**config.mk**
```make
export PLATFORM = sky130hd
export DESIGN_NAME = div_bank
export DESIGN_NICKNAME = d
export VERILOG_FILES = /design/src/rtl/div_bank.sv
export SDC_FILE = /design/constraint.sdc
export NUM_CORES = 1
export LEC_CHECK = 0
export ABC_AREA = 1
export CAP_MARGIN = 0
export CORE_AREA = 2 2 167 169
export DETAILED_ROUTE_END_ITERATION = 12
export DIE_AREA = 0 0 169 171
export HOLD_SLACK_MARGIN = 0.08
export PLACE_DENSITY = 0.74
export SYNTH_ARGS = -nofsm -noshare
export SYNTH_HDL_FRONTEND = slang
export SYNTH_SLANG_ARGS = --single-unit
```
**constraint.sdc**
```tcl
create_clock -name clk_27 -period 4.4 [get_ports clk_27]
set_clock_uncertainty 0.15 [all_clocks]
set_input_delay 1.1 -clock clk_27 [delete_from_list [all_inputs] [get_ports clk_27]]
set_output_delay 1.1 -clock clk_27 [all_outputs]
set_load 0.03 [all_outputs]
```
**src/rtl/div_bank.sv**
```systemverilog
// Bank of independent programmable clock dividers on clk_27.
// Each channel has a shadowed divisor that takes effect on its next terminal edge.
module div_bank #(
    parameter int N_CH    = 4,
    parameter int CNT_W   = 25,
    parameter int DEF_DIV = 27000,
    localparam int SEL_W  = (N_CH > 1) ? $clog2(N_CH) : 1
) (
    input  logic             clk_27,
    input  logic             rst,
    input  logic [N_CH-1:0]  en,
    input  logic [N_CH-1:0]  mode,
    input  logic             div_wr,
    input  logic [SEL_W-1:0] div_sel,
    input  logic [CNT_W-1:0] div_val,
    output logic [N_CH-1:0]  tick,
    output logic [N_CH-1:0]  slow_clk,
    output logic [N_CH-1:0]  pend
);

    for (genvar ch = 0; ch < N_CH; ch++) begin : g_ch
        logic [CNT_W-1:0] cnt;
        logic [CNT_W-1:0] act;
        logic [CNT_W-1:0] shd;
        logic             pnd;
        logic             md;
        logic             tck;
        logic             slw;
        logic             hit;
        logic             term;

        // Out-of-range selects never match any channel index.
        assign hit  = div_wr && (div_sel == SEL_W'(ch));
        assign term = en[ch] && (cnt == act);

        always_ff @(posedge clk_27 or negedge rst) begin
            if (!rst) begin
                cnt  <= '0;
                act  <= CNT_W'(DEF_DIV);
                shd  <= CNT_W'(DEF_DIV);
                pnd  <= 1'b0;
                md   <= 1'b0;
                tck  <= 1'b0;
                slw  <= 1'b0;
            end else if (!en[ch]) begin
                cnt  <= '0;
                tck  <= 1'b0;
                slw  <= 1'b0;
                md   <= mode[ch];
                if (hit) begin
                    act <= div_val;
                    shd <= div_val;
                    pnd <= 1'b0;
                end else if (pnd) begin
                    act <= shd;
                    pnd <= 1'b0;
                end
            end else if (term) begin
                cnt  <= '0;
                tck  <= 1'b1;
                md   <= mode[ch];
                // Mode is sampled only here so slow_clk never changes shape mid-period.
                slw  <= mode[ch] ? 1'b1 : ~slw;
                if (hit) begin
                    act <= div_val;
                    shd <= div_val;
                    pnd <= 1'b0;
                end else if (pnd) begin
                    act <= shd;
                    pnd <= 1'b0;
                end
            end else begin
                cnt  <= cnt + 1'b1;
                tck  <= 1'b0;
                if (md) begin
                    slw <= 1'b0;
                end
                if (hit) begin
                    shd <= div_val;
                    pnd <= 1'b1;
                end
            end
        end

        assign tick[ch]     = tck;
        assign slow_clk[ch] = slw;
        assign pend[ch]     = pnd;
    end

endmodule

```
; After elaboration in Yosys (flattened, before gate mapping)
; Index checks and enable logic that the tools add are counted.
[word_totals]
regBits = 316
inputBits = 38
[op_classes]
n_bitwise = 4
addsub = 4
n_mux = 68
reduce_logical = 9
n_eq_ne = 19
[ops]
columns = cell, count
row1 = $mux 25, 24
row2 = $add 25x1->25 const B, 4
row3 = $eq 25x25->1, 4
row4 = $mux 1, 44
row5 = $ne 3x1->1 const B, 8
row6 = $logic_and 1x1->1, 8
row7 = $ne 2x1->1 const B, 4
row8 = $eq 2x2->1 const B, 2
row9 = $not 1->1, 4
row10 = $eq 2x1->1 const B, 1
row11 = $logic_not 2->1, 1

; Logic depth before layout (Yosys ltp)
; Gate-level depths: netlist (run 1).
[depth]
word_depth = 5
mapped_depth = 12
ltp_nobuf = 11

; Worst setup path before layout (run 1)
; Ideal clock, no wire load.
[synth_path]
kind = input to register
startpoint = input port div_sel[1]
endpoint = register g_ch[1].act[10]
path_slack_ps = 2189
path_buffers = 1
arrival_time_ps = 1996
setup_ps = 66
path_stages = 6
path_cell_list = inv_1 nand3_1 nand2_1 clkbuf_1 nand3_1 nand2_1
[synth_between]
elab_chain_cells = 5
[synth_rtl]
columns = item, line_no
row1 = "start, declared", 14  ; input logic [SEL_W-1:0] div_sel,
row2 = $eq 2x1->1 (*), 33  ; assign hit = div_wr && (div_sel == SEL_W'(ch));
row3 = $logic_and 1x1->1 (*), 33
row4 = $mux 25 (*), "50, 64"
row5 = $mux 25, 58  ; end else if (term) begin
row6 = $mux 25 (*), 45  ; end else if (!en[ch]) begin
row7 = "end signal, assigned", 39  ; act <= CNT_W'(DEF_DIV);
row8 = "end signal, assigned", 51  ; act <= div_val;
row9 = "end signal, assigned", 65  ; act <= div_val;
row10 = "end, declared", 23  ; logic [CNT_W-1:0] act;
; Mark *: on every way between the ends. The rest lies on a longest branch, timed or not. The select of a mux whose other input is x is not followed.
; A chain may end at the register's enable or synchronous reset.

; Final worst setup path (run 1)
[layout_path]
startpoint = register g_ch[2].pnd
endpoint = output port pend[2]
[layout_lines]
columns = item, line_no
row1 = "start, declared", 25  ; logic pnd;
row2 = "start signal, assigned", 41  ; pnd <= 1'b0;
row3 = "start signal, assigned", 53  ; pnd <= 1'b0;
row4 = "start signal, assigned", 56  ; pnd <= 1'b0;
row5 = "end, declared", 18  ; output logic [N_CH-1:0] pend
; No word-level cell between the ends.

==> flow_metrics.tcl, run 1 <==
set metrics [dict create \
    status "completed" \
    r2r_cells 11 \
    cts_tree "built" \
    tightestPinTransition_ns 0.818 \
    worstHoldEndpoint "g_ch[0].act[14]" \
    place.gp.congestion 0.894 \
    powerDensity_nw_per_um2 452 \
    synth_seq_area_share_pct 52.2 \
    clk_pin_slew_ns 0.06 \
    fin_crit_ns 2.88 \
    r2r_end "g_ch[0].act[18]" \
    drtIter0Drc 944 \
    slew_violations 0 \
    grt_pass1_wl_um 58400 \
    port_buffers 49 \
    slowest_stage "clkdlybuf4s50_1" \
    yosys.area_share.xor_xnor_pct 5.55 \
    core_um2 27300 \
    syn-instance-count 1917 \
    critPathKind "reg2out" \
    io_pins 50 \
    hold_ws_ns 0.320 \
    start_util_pct 56.0 \
    r2r-start "g_ch[0].act[5]" \
    cp_max_fo 2 \
    drc 0 \
    die_h_um 171 \
    dr_total_vias 12200 \
    crit_path_end_kind "output port" \
    hold_depth 2 \
    fmax_ghz 0.347 \
    ys.flop_type "dfrtp_1" \
    crit_family "buffers and inverters" \
    globalRoute.totalOverflow 0 \
    ys_async_sr_fraction_pct 100 \
    crit_arrival_ns 1.63 \
    die_width_um 169 \
    grt_max_degree 102 \
    dpl.hpwl_um 24600 \
    num-nets-final 1988 \
    wl_um 35200 \
    p_leak_uw 0.00843 \
    grt_usage_pct 25.2 \
    worstPathRequired_ns 3.15 \
    synthAdderAreaFrac_pct 0.327 \
    period_share_pct 65.5 \
    routedWlPerCell_um 15.2 \
    drt_pass1_iterations 5 \
    synth_cell_types 33 \
    ctsHoldBuffers 0 \
    path_cells "clkdlybuf4s50_1" \
    ant_nets 0 \
    hp-class "reg2reg" \
    cts_root_buffer "clkbuf_16" \
    dieArea_um2 28900 \
    start_kind "flop" \
    r2r_slack_ns 1.71 \
    hp-start "g_ch[0].act[14]" \
    cts_buffers 34 \
    setup_viol 0 \
    num_rows 61 \
    cts_buffer_depth 3 \
    antenna_found_initial 1 \
    h-tree-depth 2 \
    synth.avg_cell_area_um2 7.99 \
    ys_ff_latch 316 \
    vias_per_cell 5.27 \
    cts_setup_buffers 0 \
    cap_violations 0 \
    synth_edf_count 0 \
    fin_tns_setup_ns 0 \
    yosys.area_share.simple_pct 29.6 \
    clkLatencyLatePin_ns 0.52 \
    antenna_cells 0 \
    irDropWorstVdd_v 0.000467 \
    synthMuxAreaShare_pct 0 \
    synth_compound_area_share_pct 4.10 \
    cts_num_sinks 316 \
    synthesis.area_um2 15300 \
    synth_nets 1959 \
    yosys_warnings 0 \
    grt_pass1_vias 11600 \
    rsz0062_at_grt "false" \
    crit_path_max_incr_delay_ns 0.71 \
    area_delta_synth_final_pct 11.8 \
    slew_headroom_pct 45.5 \
    synth_top_family_by_area "simple AND/OR/NAND/NOR gates" \
    hold_viol 0 \
    drive_gt1_share_pct 9.08 \
    cts_resized 0 \
    path_buf_inv 1 \
]
==> synthesized netlist by cell type (3+ instances only) <==
cell type / number / area share, %
xnor2_1: 28 / 1.6
dfstp_2: 64 / 11
buf_6: 11 / 0.81
nand2_4: 3 / 0.22
clkbuf_1: 28 / 0.69
nor2_1: 220 / 5.4
inv_1: 199 / 4.9
nand3_1: 156 / 5.1
inv_2: 16 / 0.39
o21ai_0: 108 / 3.5
nand4_1: 39 / 1.6
ha_1: 4 / 0.33
xor2_1: 69 / 3.9
a21oi_1: 10 / 0.33
dfrtp_1: 252 / 41
nor2_2: 6 / 0.25
nand2_1: 606 / 15
o211ai_1: 3 / 0.15
nand2_2: 5 / 0.20
nor3_1: 41 / 1.3
buf_4: 18 / 0.88
buf_2: 14 / 0.46
==> layer usage <==
metal	routed length [um]	track usage, %	vias to the layer above
met4	918	7.58	0
li1	-	-	6023
met1	15900	34.9	5847
met3	1640	3.54	69
met5	0	0	-
met2	16700	41.7	283
==> cell type report <==
| cell class | count | area, um2 |
|---|---|---|
| clock buffers | 46 | 1010 |
| clock inverters | 15 | 166 |
| fillers | 2393 | 10200 |
| inverters | 217 | 815 |
| multi-input cells | 1310 | 6060 |
| flip-flops and latches | 316 | 7990 |
| well taps | 346 | 433 |
| repair buffers | 67 | 643 |
==> layout by cell type (no fill, tap or decap), drive strengths merged <==
cell type      synthesis  layout
nand2                614     614
dfrtp                252     252
nor2                 226     226
inv                  215     216
nand3                160     160
o21ai                108     108
xor2                  69      69
dfstp                 64      64
clkdlybuf4s50          0      48
clkbuf                29      46
nor3                  43      43
nand4                 39      39
xnor2                 28      28
buf                   45      19
a21oi                 10      10
clkinv                 2       8
clkinvlp               0       5
ha                     4       4
o211ai                 3       3
bufinv                 0       3
and3                   2       2
nor3b                  1       1
o2bb2ai                1       1
or2                    1       1
a31oi                  1       1
==> cells by family (layout without fill, tap and decap cells) <==
kind of cell	count (synthesis)	in the layout
and+or+nand+nor	1086	1086
xor gates and xnor gates	97	97
buffers and inverters	291	345
adders and majority gates	4	4
DFF	316	316
AOI/OAI and AO/OA	123	123
==> metrics by stage <==
| step | util, % | instance area (um2) | setup slack, ns | std cells | total power, uW |
|---|---|---|---|---|---|
| floorplan | - | 15300 | 2.19 | 1917 | 4450 |
| global placement | 58.3 | 15900 | 1.19 | 2256 | 4760 |
| detailed placement | 58.3 | 15900 | 1.11 | 2256 | 4820 |
| CTS | 62.6 | 17100 | 1.49 | 2317 | 7790 |
| global route | 62.6 | 17100 | 1.40 | 2317 | 8120 |
| finish | 62.6 | 17100 | 1.52 | 2317 | 7730 |
==> worst max-delay path by stage <==
stage	from	to	slack, ns	cells after the start
final	g_ch[2].pnd	pend[2]	1.52	1
after global placement	div_sel[0]	g_ch[2].act[18]	1.19	9
after detailed placement	div_sel[0]	g_ch[2].act[19]	1.11	9
after CTS	g_ch[2].pnd	pend[2]	1.49	1
after global routing	div_wr	g_ch[3].act[22]	1.40	6
after floorplan	div_sel[1]	g_ch[1].act[10]	2.19	6
==> sequential cells by signal, summed over array words and instances, names as in the netlist <==
register  count
g_ch.act    100
g_ch.slw      4
g_ch.cnt    100
g_ch.pnd      4
g_ch.md       4
g_ch.shd    100
g_ch.tck      4
==> where the power goes <==
| part | switching [uW] | internal (uW) | total [uW] |
|---|---|---|---|
| sequential | 273 | 3400 | 3670 |
| clock | 1170 | 1790 | 2960 |
| combinational | 682 | 418 | 1100 |
Note: power is estimated with default switching activity, not from simulation.
==> run 2: changes to the inputs <==
==> constraint.sdc (replaced) <==
create_clock -name clk_27 -period 2.9 [get_ports clk_27]
set_clock_uncertainty 0.15 [all_clocks]
set_input_delay 0.725 -clock clk_27 [delete_from_list [all_inputs] [get_ports clk_27]]
set_output_delay 0.725 -clock clk_27 [all_outputs]
set_load 0.03 [all_outputs]
==> flow_metrics.tcl, run 2 (synthesized netlist as in run 1, its figures left out) <==
set metrics [dict create \
    drc 0 \
    dr_total_vias 12300 \
    setup_viol 0 \
    crit_family "buffers and inverters" \
    core_um2 27300 \
    fin_tns_setup_ns 0 \
    r2r-start "g_ch[0].act[5]" \
    slew_violations 0 \
    port_buffers 49 \
    nFillCells 2354 \
    drtIter0Drc 914 \
    critPathLaunch "g_ch[0].pnd" \
    io_pins 50 \
    cts_num_sinks 316 \
    slowest_stage "clkdlybuf4s50_1" \
    critPathKind "reg2out" \
    cts_setup_buffers 0 \
    dieArea_um2 28900 \
    cts_resized 0 \
    seqPwrFrac_pct 46.4 \
    area_delta_synth_final_pct 13.4 \
    start_kind "flop" \
    finish.utilization_pct 63.5 \
    hp-start "g_ch[2].act[6]" \
    power.switching_uw 3350 \
    irDropWorstVdd_v 0.000457 \
    antenna_cells 0 \
    drt_pass1_iterations 5 \
    post_dp_cell_area_um2 16100 \
    num-nets-final 1998 \
    vias_per_cell 5.27 \
    pwr-share-comb_pct 14.3 \
    p_sw_share_pct 27.8 \
    p_leak_uw 0.00856 \
    num_rows 61 \
    die_width_um 169 \
    cp_max_fo 2 \
    globalRoute.totalOverflow 0 \
    tightestPinTransition_ns 0.571 \
    dpl.hpwl_um 24700 \
    mostFrequentLayoutCell "nand2_1" \
    slew_headroom_pct 62.0 \
    worstPathRequired_ns 2.03 \
    hp-class "reg2reg" \
    grt_pass1_vias 12000 \
    hold_ws_ns 0.324 \
    drive_gt1_share_pct 9.43 \
    clkLatencyLatePin_ns 0.53 \
    clk_pin_slew_ns 0.06 \
    cts_root_buffer "clkbuf_16" \
    h-tree-depth 2 \
    routedWlPerCell_um 15.3 \
    setup_ws_ns 0.414 \
    die_h_um 171 \
    cts_buffers 34 \
    ctsHoldBuffers 1 \
    fin_crit_ns 2.49 \
    ant_nets 0 \
    wl_um 35600 \
    rsz0062_at_grt "false" \
    grt_pass1_wl_um 60100 \
    pre_cts_ws_ns 0.284 \
    antenna_found_initial 0 \
    cts_tree "built" \
    crit_arrival_ns 1.61 \
    post-route-cell-area_um2 17400 \
    grt_usage_pct 25.9 \
    crit_path_max_incr_delay_ns 0.69 \
    path_cells "clkdlybuf4s50_1" \
    place.gp.congestion 0.900 \
    powerDensity_nw_per_um2 694 \
    path_buf_inv 1 \
    fmax_ghz 0.402 \
    period_share_pct 85.7 \
    pwr-share-clk_pct 39.3 \
    internal_power_uw 8700 \
    cts_buffer_depth 3 \
    grt_max_degree 70 \
    hold_viol 0 \
    start_util_pct 56.0 \
    reg_top3 "g_ch.act (100), g_ch.cnt (100), g_ch.shd (100)" \
    status "completed" \
    cap_violations 0 \
    layout_common_cells "nand2_1 (606), dfrtp_1 (252), nor2_1 (220), inv_1 (199), nand3_1 (156)" \
    crit_path_end_kind "output port" \
]
[run 2: cell count changes in the layout (fill, tap and decap cells not counted), sizes merged, moves of 3 or more]
cell / previous run / this run
buf: 19 / 28
inv: 216 / 219
clkinv: 8 / 12
clkinvlp: 5 / 1
clkbuf: 46 / 40
bufinv: 3 / 7
[run 2: path summary, 6_finish.rpt]
check	endpoint	slack [ns]	depth (start not counted)
max	pend[0]	0.41	1
min	g_ch[2].act[6]	0.32	2
max reg2reg	g_ch[0].act[23]	0.45	11
min reg2reg	g_ch[2].act[6]	0.32	2
max in group asynchronous	g_ch[1].act[11]	1.20	3
min in group asynchronous	g_ch[0].cnt[13]	0.61	2
[run 2: per-stage QoR]
stage | power, uW | cells
global placement | 7260 | 2265
detailed placement | 7350 | 2265
finish | 12000 | 2328
floorplan | 6750 | 1917
global route | 12600 | 2328
CTS | 12100 | 2328
[run 2: final cells by class]
| class | count | area (um2) | share of cell area [%] |
|---|---|---|---|
| Inverter | 217 | 815 | 4.69 |
| Timing Repair Buffer | 77 | 833 | 4.80 |
| Multi-Input combinational cell | 1310 | 6060 | 34.9 |
| Clock buffer | 40 | 893 | 5.15 |
| Tap cell | 346 | 433 | 2.49 |
| Clock inverter | 22 | 333 | 1.92 |
| Sequential cell | 316 | 7990 | 46.0 |
[run 2: power groups by stage]
stage          clock [uW]  sequential (uW)  combinational [uW]
2_1_floorplan           0             5500                1250
3_5_place_dp            0             5640                1710
6_report             4730             5590                1720
5_1_grt              4980             5660                2010
3_3_place_gp            0             5620                1630
4_1_cts              4810             5590                1740
[run 2: metal layers]
metal,part of all wire (%),vias to the layer above,track usage [%],routed length (um)
met3,4.7,89,3.98,1670
li1,-,6061,-,-
met4,3.2,0,9.55,1160
met5,0,-,0,0
met1,46,5820,35.7,16200
met2,47,289,41.9,16600
==> run 3: changes to the inputs <==
--- a/config.mk
+++ b/config.mk
@@ -8,6 +8,7 @@
 export ABC_AREA = 1
 export CAP_MARGIN = 0
 export CORE_AREA = 2 2 167 169
+export CTS_CLUSTER_DIAMETER = 80
 export DETAILED_ROUTE_END_ITERATION = 12
 export DIE_AREA = 0 0 169 171
 export HOLD_SLACK_MARGIN = 0.08
==> results of run 3 <==
No change in the layout: final DEF, timing and power equal those of run 2.
